### src/rtl/pcileech_mux_rr_if.sv
// Source-side bus of the frame packer: per-port write/request lanes plus the framed output.
// The mux takes the slave modport; the producer/consumer side takes master.
interface pcileech_mux_rr_if #(
    parameter int unsigned FRAME_WORDS = 7
);
    logic [3:0][31:0]                  din;
    logic [3:0][1:0]                   ctx;
    logic [3:0]                        wr_en;
    logic [3:0]                        has_data;
    logic [3:0]                        req_data;
    logic                              rd_en;
    logic                              flush;
    logic [32*(FRAME_WORDS+1)-1:0]     dout;
    logic                              valid;

    modport master (
        output din, ctx, wr_en, has_data, rd_en, flush,
        input  req_data, dout, valid
    );

    modport slave (
        input  din, ctx, wr_en, has_data, rd_en, flush,
        output req_data, dout, valid
    );
endinterface

### src/rtl/pcileech_mux_rr.sv
// Merges up to four 32-bit source streams into status+data frames for the FT601 path,
// with fixed/round-robin request arbitration, idle-timeout fill, flush and counters.
module pcileech_mux_rr #(
    parameter int unsigned NUM_PORTS   = 4,
    parameter int unsigned FRAME_WORDS = 7,
    parameter int unsigned ARB_MODE    = 0,
    parameter int unsigned TIMEOUT     = 8
) (
    input  logic                    clk,
    input  logic                    rst,
    pcileech_mux_rr_if.slave        bus,
    output logic [15:0]             o_collision_cnt,
    output logic [31:0]             o_frame_cnt
);
    localparam int unsigned DW       = 32 * (FRAME_WORDS + 1);
    localparam logic [2:0]  FillLast = 3'(FRAME_WORDS - 1);
    localparam logic [7:0]  IdleMax  = 8'(TIMEOUT);
    localparam logic [3:0]  PortMask = 4'((1 << NUM_PORTS) - 1);

    logic [3:0]    r_req;
    logic [1:0]    r_rr_ptr;
    logic [2:0]    r_fill;
    logic [7:0]    r_idle;
    logic [31:0]   r_data [FRAME_WORDS];
    logic [3:0]    r_tag  [FRAME_WORDS];
    logic [DW-1:0] r_stage;
    logic          r_stage_vld;
    logic [DW-1:0] r_dout;
    logic          r_valid;
    logic [15:0]   r_coll;
    logic [31:0]   r_frames;

    logic [3:0]    w_req_pend;
    logic [3:0]    w_grant;
    logic [1:0]    w_grant_idx;
    logic          w_grant_vld;
    logic [1:0]    w_idx;
    logic [1:0]    w_ptr_nxt;
    logic [3:0]    w_wr;
    logic          w_acc_vld;
    logic [1:0]    w_acc_idx;
    logic [2:0]    w_drops;
    logic          w_fill_nz;
    logic          w_word_vld;
    logic [31:0]   w_word_data;
    logic [3:0]    w_word_tag;
    logic          w_last;
    logic [31:0]   w_status;
    logic [DW-1:0] w_frame;
    logic [16:0]   w_coll_sum;

    // Scan order starts at rr_ptr in round-robin mode, at port 0 in fixed mode.
    always_comb begin
        w_req_pend  = bus.has_data & PortMask & {4{bus.rd_en}};
        w_grant     = '0;
        w_grant_idx = '0;
        w_grant_vld = 1'b0;
        w_idx       = '0;
        for (int k = 0; k < int'(NUM_PORTS); k++) begin
            w_idx = (ARB_MODE != 0) ? 2'((int'(r_rr_ptr) + k) % int'(NUM_PORTS)) : 2'(k);
            if (!w_grant_vld && w_req_pend[w_idx]) begin
                w_grant_vld    = 1'b1;
                w_grant_idx    = w_idx;
                w_grant[w_idx] = 1'b1;
            end
        end
        w_ptr_nxt = 2'((int'(w_grant_idx) + 1) % int'(NUM_PORTS));
    end

    always_comb begin
        w_wr      = bus.wr_en & PortMask;
        w_acc_vld = 1'b0;
        w_acc_idx = '0;
        w_drops   = '0;
        for (int k = 0; k < 4; k++) begin
            if (w_wr[k]) begin
                if (!w_acc_vld) begin
                    w_acc_vld = 1'b1;
                    w_acc_idx = 2'(k);
                end else begin
                    w_drops = w_drops + 3'd1;
                end
            end
        end
        w_coll_sum = {1'b0, r_coll} + 17'(w_drops);
    end

    // A real write always beats filler; filler only pads an already-started frame.
    always_comb begin
        w_fill_nz   = (r_fill != 3'd0);
        w_word_vld  = w_acc_vld | (w_fill_nz & ((r_idle >= IdleMax) | bus.flush));
        w_word_data = w_acc_vld ? bus.din[w_acc_idx] : 32'hFFFF_FFFF;
        w_word_tag  = w_acc_vld ? {bus.ctx[w_acc_idx], w_acc_idx} : 4'hF;
        w_last      = w_word_vld & (r_fill == FillLast);

        w_status        = '1;
        w_status[3:0]   = 4'hE;
        w_status[7:4]   = w_word_tag;
        w_frame         = '0;
        w_frame[31:0]   = w_word_data;
        for (int k = 1; k < int'(FRAME_WORDS); k++) begin
            w_status[4*k+4 +: 4] = r_tag[k-1];
            w_frame[32*k +: 32]  = r_data[k-1];
        end
        w_frame[DW-1 -: 32] = w_status;
    end

    always_ff @(posedge clk) begin
        if (rst) begin
            r_req       <= '0;
            r_rr_ptr    <= '0;
            r_fill      <= '0;
            r_idle      <= '0;
            r_stage     <= '0;
            r_stage_vld <= 1'b0;
            r_dout      <= '0;
            r_valid     <= 1'b0;
            r_coll      <= '0;
            r_frames    <= '0;
            for (int k = 0; k < int'(FRAME_WORDS); k++) begin
                r_data[k] <= '0;
                r_tag[k]  <= 4'hF;
            end
        end else begin
            r_req <= w_grant;
            if ((ARB_MODE != 0) && w_grant_vld) begin
                r_rr_ptr <= w_ptr_nxt;
            end

            if (w_word_vld) begin
                r_data[0] <= w_word_data;
                r_tag[0]  <= w_word_tag;
                for (int k = 1; k < int'(FRAME_WORDS); k++) begin
                    r_data[k] <= r_data[k-1];
                    r_tag[k]  <= r_tag[k-1];
                end
            end

            // idle_cnt survives accepted writes; only frame completion clears it.
            if (w_last) begin
                r_fill      <= '0;
                r_idle      <= '0;
                r_stage     <= w_frame;
                r_stage_vld <= 1'b1;
                r_frames    <= r_frames + 32'd1;
            end else begin
                r_stage_vld <= 1'b0;
                if (w_word_vld) begin
                    r_fill <= r_fill + 3'd1;
                end
                if (w_fill_nz && !w_acc_vld && (r_idle < IdleMax)) begin
                    r_idle <= r_idle + 8'd1;
                end
            end

            r_valid <= r_stage_vld;
            if (r_stage_vld) begin
                r_dout <= r_stage;
            end

            r_coll <= w_coll_sum[16] ? 16'hFFFF : w_coll_sum[15:0];
        end
    end

    assign bus.req_data    = r_req;
    assign bus.dout        = r_dout;
    assign bus.valid       = r_valid;
    assign o_collision_cnt = r_coll;
    assign o_frame_cnt     = r_frames;
endmodule

### src/flat_wrapper.sv
// flat-port wrapper written by rule: the top's interface ports become plain ports
module pcileech_mux_rr_flat 
#(
    parameter int unsigned NUM_PORTS   = 4,
    parameter int unsigned FRAME_WORDS = 7,
    parameter int unsigned ARB_MODE    = 0,
    parameter int unsigned TIMEOUT     = 8
)
  (clk, rst, o_collision_cnt, o_frame_cnt, bus_din, bus_ctx, bus_wr_en, bus_has_data, bus_rd_en, bus_flush, bus_req_data, bus_dout, bus_valid);
  pcileech_mux_rr_if #(.FRAME_WORDS(FRAME_WORDS)) bus_i ();
  input  logic clk;
  input  logic rst;
  output logic [15:0] o_collision_cnt;
  output logic [31:0] o_frame_cnt;
  input wire logic [$bits(bus_i.din)-1:0] bus_din;
  input wire logic [$bits(bus_i.ctx)-1:0] bus_ctx;
  input wire logic [$bits(bus_i.wr_en)-1:0] bus_wr_en;
  input wire logic [$bits(bus_i.has_data)-1:0] bus_has_data;
  input wire logic [$bits(bus_i.rd_en)-1:0] bus_rd_en;
  input wire logic [$bits(bus_i.flush)-1:0] bus_flush;
  output wire logic [$bits(bus_i.req_data)-1:0] bus_req_data;
  output wire logic [$bits(bus_i.dout)-1:0] bus_dout;
  output wire logic [$bits(bus_i.valid)-1:0] bus_valid;
  assign bus_i.din = bus_din;
  assign bus_i.ctx = bus_ctx;
  assign bus_i.wr_en = bus_wr_en;
  assign bus_i.has_data = bus_has_data;
  assign bus_i.rd_en = bus_rd_en;
  assign bus_i.flush = bus_flush;
  assign bus_req_data = bus_i.req_data;
  assign bus_dout = bus_i.dout;
  assign bus_valid = bus_i.valid;
  pcileech_mux_rr #(.NUM_PORTS(NUM_PORTS), .FRAME_WORDS(FRAME_WORDS), .ARB_MODE(ARB_MODE), .TIMEOUT(TIMEOUT)) u_core (.clk(clk), .rst(rst), .bus(bus_i), .o_collision_cnt(o_collision_cnt), .o_frame_cnt(o_frame_cnt));
endmodule
### config.mk
export PLATFORM = sky130hd
export DESIGN_NAME = pcileech_mux_rr_flat
export DESIGN_NICKNAME = d
export VERILOG_FILES = /design/src/rtl/pcileech_mux_rr_if.sv /design/src/rtl/pcileech_mux_rr.sv /design/src/flat_wrapper.sv
export SDC_FILE = /design/constraint.sdc
export NUM_CORES = 1
export LEC_CHECK = 0
export CORE_UTILIZATION = 30
export DETAILED_ROUTE_END_ITERATION = 12
export PLACE_DENSITY = 0.57
export SLEW_MARGIN = 15
export SYNTH_ARGS = -nofsm -noshare
export SYNTH_HDL_FRONTEND = slang
export SYNTH_SLANG_ARGS = --single-unit
### constraint.sdc
create_clock -name clk -period 5.5 [get_ports clk]
set_input_delay 0.825 -clock clk [delete_from_list [all_inputs] [get_ports clk]]
set_output_delay 0.825 -clock clk [all_outputs]
set_load 0.02 [all_outputs]
==> qor.yml <==
status: "complete, no violations"
finalSetupViolations: 0
numCtsBuffers: 89
synth_edf_count: 216
grt_max_degree: 199
yosysUniqueCellTypes: 60
clock_skew_ps: 21.6
pwr-share-clk_pct: 47.9
first_global_vias: 21000
post_cts_resized: 0
irDropWorstVdd_mv: 0.244
netlist_instances: 2903
vias_per_cell: 4.68
finalSetupTns_ps: 0
port_buffers: 455
grt_overflow: 0
cts_sinks: 787
place_congestion: 0.820
coreArea_mm2: 0.0986
ys_seq_area_share_pct: 59.9
cts_max_level: 3
cellLeakagePower_nw: 13.1
max_freq_ghz: 0.276
dp_hpwl_um: 60000
die_area_mm2: 0.101
power_switching_mw: 2.83
antenna_left: 0
syn-num-nets: 3066
ioPinCount: 457
cp.required_ps: 6060
cp_max_fo: 13
holdBufCountCts: 0
drc: 0
cts_tree: "done"
cts-root-buf: "clkbuf_16"
p_seq_share_pct: 48.2
syn_area_per_cell_um2: 10.3
clock_path_buffers: 3
slew_headroom_pct: 28.0
fin_util_pct: 39.2
final_common_cell: "dfxtp_1"
drtPass1Iterations: 5
clock_latency_ps: 650
slew_violations: 0
num_rows: 115
synth_area_mm2: 0.0299
die_height_um: 318
final_nets: 3419
track_usage_pct: 17.0
hold_path_class: "flop to flop"
area_growth_pct: 29.2
start_util_pct: 30.4
wl_per_cell_um: 19.1
antenna_found_initial: 2
path_clk_slew_ps: 60
wl_um: 88500
arrival_ps: 4180
layout_common_cells: "dfxtp_1, nand2_1, clkdlybuf4s50_1"
power.internal_mw: 9.93
vias: 21600
p_comb_share_pct: 3.9
hold_viol: 0
pwr_density_cell_mw_per_mm2: 330
async_flop_share_pct: 0
post-cts-setup-buffer-count: 0
drtIter0Drc: 1393
worst_slew_pin_slew_ps: 1080
ys_seq_elements: 787
synth_ff_type: "dfxtp_1"
period_needed_ps: 3630
drive_above_1_share_pct: 6.09
setup.worst_path.start_class: "primary input"
die_w_um: 318
yosysWarningCount: 0
post-route-period-util_pct: 65.9
grt_pass1_wl_um: 132000
maxCapViolations: 0
worstSetupPathType: "primary input to flop"
p_sw_share_pct: 22.2
grt_setup_unrepaired: "false"
end_kind: "flop"
## cells in the mapped netlist (9+ instances only)
cell type,count,area share (%)
a211oi_1,67,1.7
a21oi_1,261,4.4
and2_1,171,3.6
and4_1,9,0.26
buf_1,27,0.34
buf_2,37,0.62
clkbuf_1,151,1.9
dfxtp_1,571,38
edfxtp_1,216,22
ha_1,13,0.54
inv_1,15,0.19
mux2_2,13,0.49
mux2i_1,254,8.5
nand2_1,458,5.7
nand2b_1,21,0.44
nand3_1,16,0.27
nand3b_1,34,0.85
nand4_1,14,0.29
nor2_1,282,3.5
nor2b_1,46,0.96
nor3_1,39,0.65
nor3b_1,33,0.83
nor4_1,10,0.21
o21ai_0,10,0.17
o31ai_1,15,0.38
o41ai_1,32,0.94
or4_1,16,0.40
## stage by stage
stage | total power, mW | hold slack [ps] | cells | setup slack (ps) | cell area [µm²]
2_1_floorplan | 6.50 | 436 | 2903 | 1170 | 29900
6_report | 12.8 | 452 | 4621 | 1870 | 38700
3_5_place_dp | 6.79 | 446 | 4452 | 1270 | 35600
4_1_cts | 13.0 | 454 | 4619 | 1960 | 38700
3_3_place_gp | 6.79 | 443 | 4452 | 1340 | 35600
5_1_grt | 13.2 | 469 | 4621 | 1660 | 38700
## critical path: stages
cell and delay (ps):
clkdlybuf4s50_1 650, fa_1 600, mux2_2 140, ha_1 150, inv_1 50, fa_1 400
nor2b_1 390, o2111a_1 280, nand3_1 410, a21oi_1 280
## sequential cells by signal, indices dropped and copies added, names as in the netlist, 3 cells and up
signal	cells
u_core.o_collision_cnt	16
u_core.r_idle	8
u_core.r_tag	24
u_core.bus.dout	253
u_core.bus.req_data	4
u_core.r_stage	253
u_core.r_fill	3
u_core.r_data	192
u_core.o_frame_cnt	32
## metal layers
metal	track usage, %	wire length [µm]
met5	0	0
met4	5.77	2370
met3	3.86	4620
met2	28.8	42900
met1	21.2	38600
## power by group through the flow
stage / Clock (mW) / Sequential, mW / Combinational, mW
2_1_floorplan: 0 / 6.22 / 0.278
3_3_place_gp: 0 / 6.29 / 0.505
3_5_place_dp: 0 / 6.28 / 0.507
4_1_cts: 6.29 / 6.16 / 0.508
5_1_grt: 6.52 / 6.16 / 0.546
6_report: 6.11 / 6.15 / 0.500
## cell families (layout without fill, tap and decap cells)
family / Yosys count / count (layout) / synth area share [%]
and+or+nand+nor: 1179 / 1179 / 18.8
DFF: 787 / 787 / 59.9
AOI/OAI and AO/OA: 407 / 407 / 8.11
muxes: 267 / 267 / 8.98
buffers and inverters: 235 / 664 / 3.18
adders and majority gates: 15 / 15 / 0.677
xor gates and xnor gates: 12 / 12 / 0.351
other: 1 / 3 / 0.0125
## worst paths after layout
path	to	slack, ps	depth (start not counted)	from
worst min register to register	u_core.r_stage[214]	450	2	u_core.r_stage[214]
worst min-delay path	u_core.r_stage[214]	450	2	u_core.r_stage[214]
worst max-delay path	u_core.o_collision_cnt[1]	1870	10	bus_wr_en[2]
worst max register to register	u_core.o_frame_cnt[31]	2650	6	u_core.r_fill[0]
## area by class of cell
| type | instances | area [µm²] |
|---|---|---|
| Multi-Input combinational cell | 1881 | 11100 |
| Antenna cell | 2 | 5.00 |
| Clock inverter | 35 | 352 |
| Timing Repair Buffer | 482 | 4890 |
| Sequential cell | 787 | 17900 |
| Fill cell | 9677 | 59900 |
| Inverter | 15 | 56.3 |
| Tap cell | 1287 | 1610 |
| Clock buffer | 132 | 2710 |
Note: power is estimated with default switching activity, not from simulation.
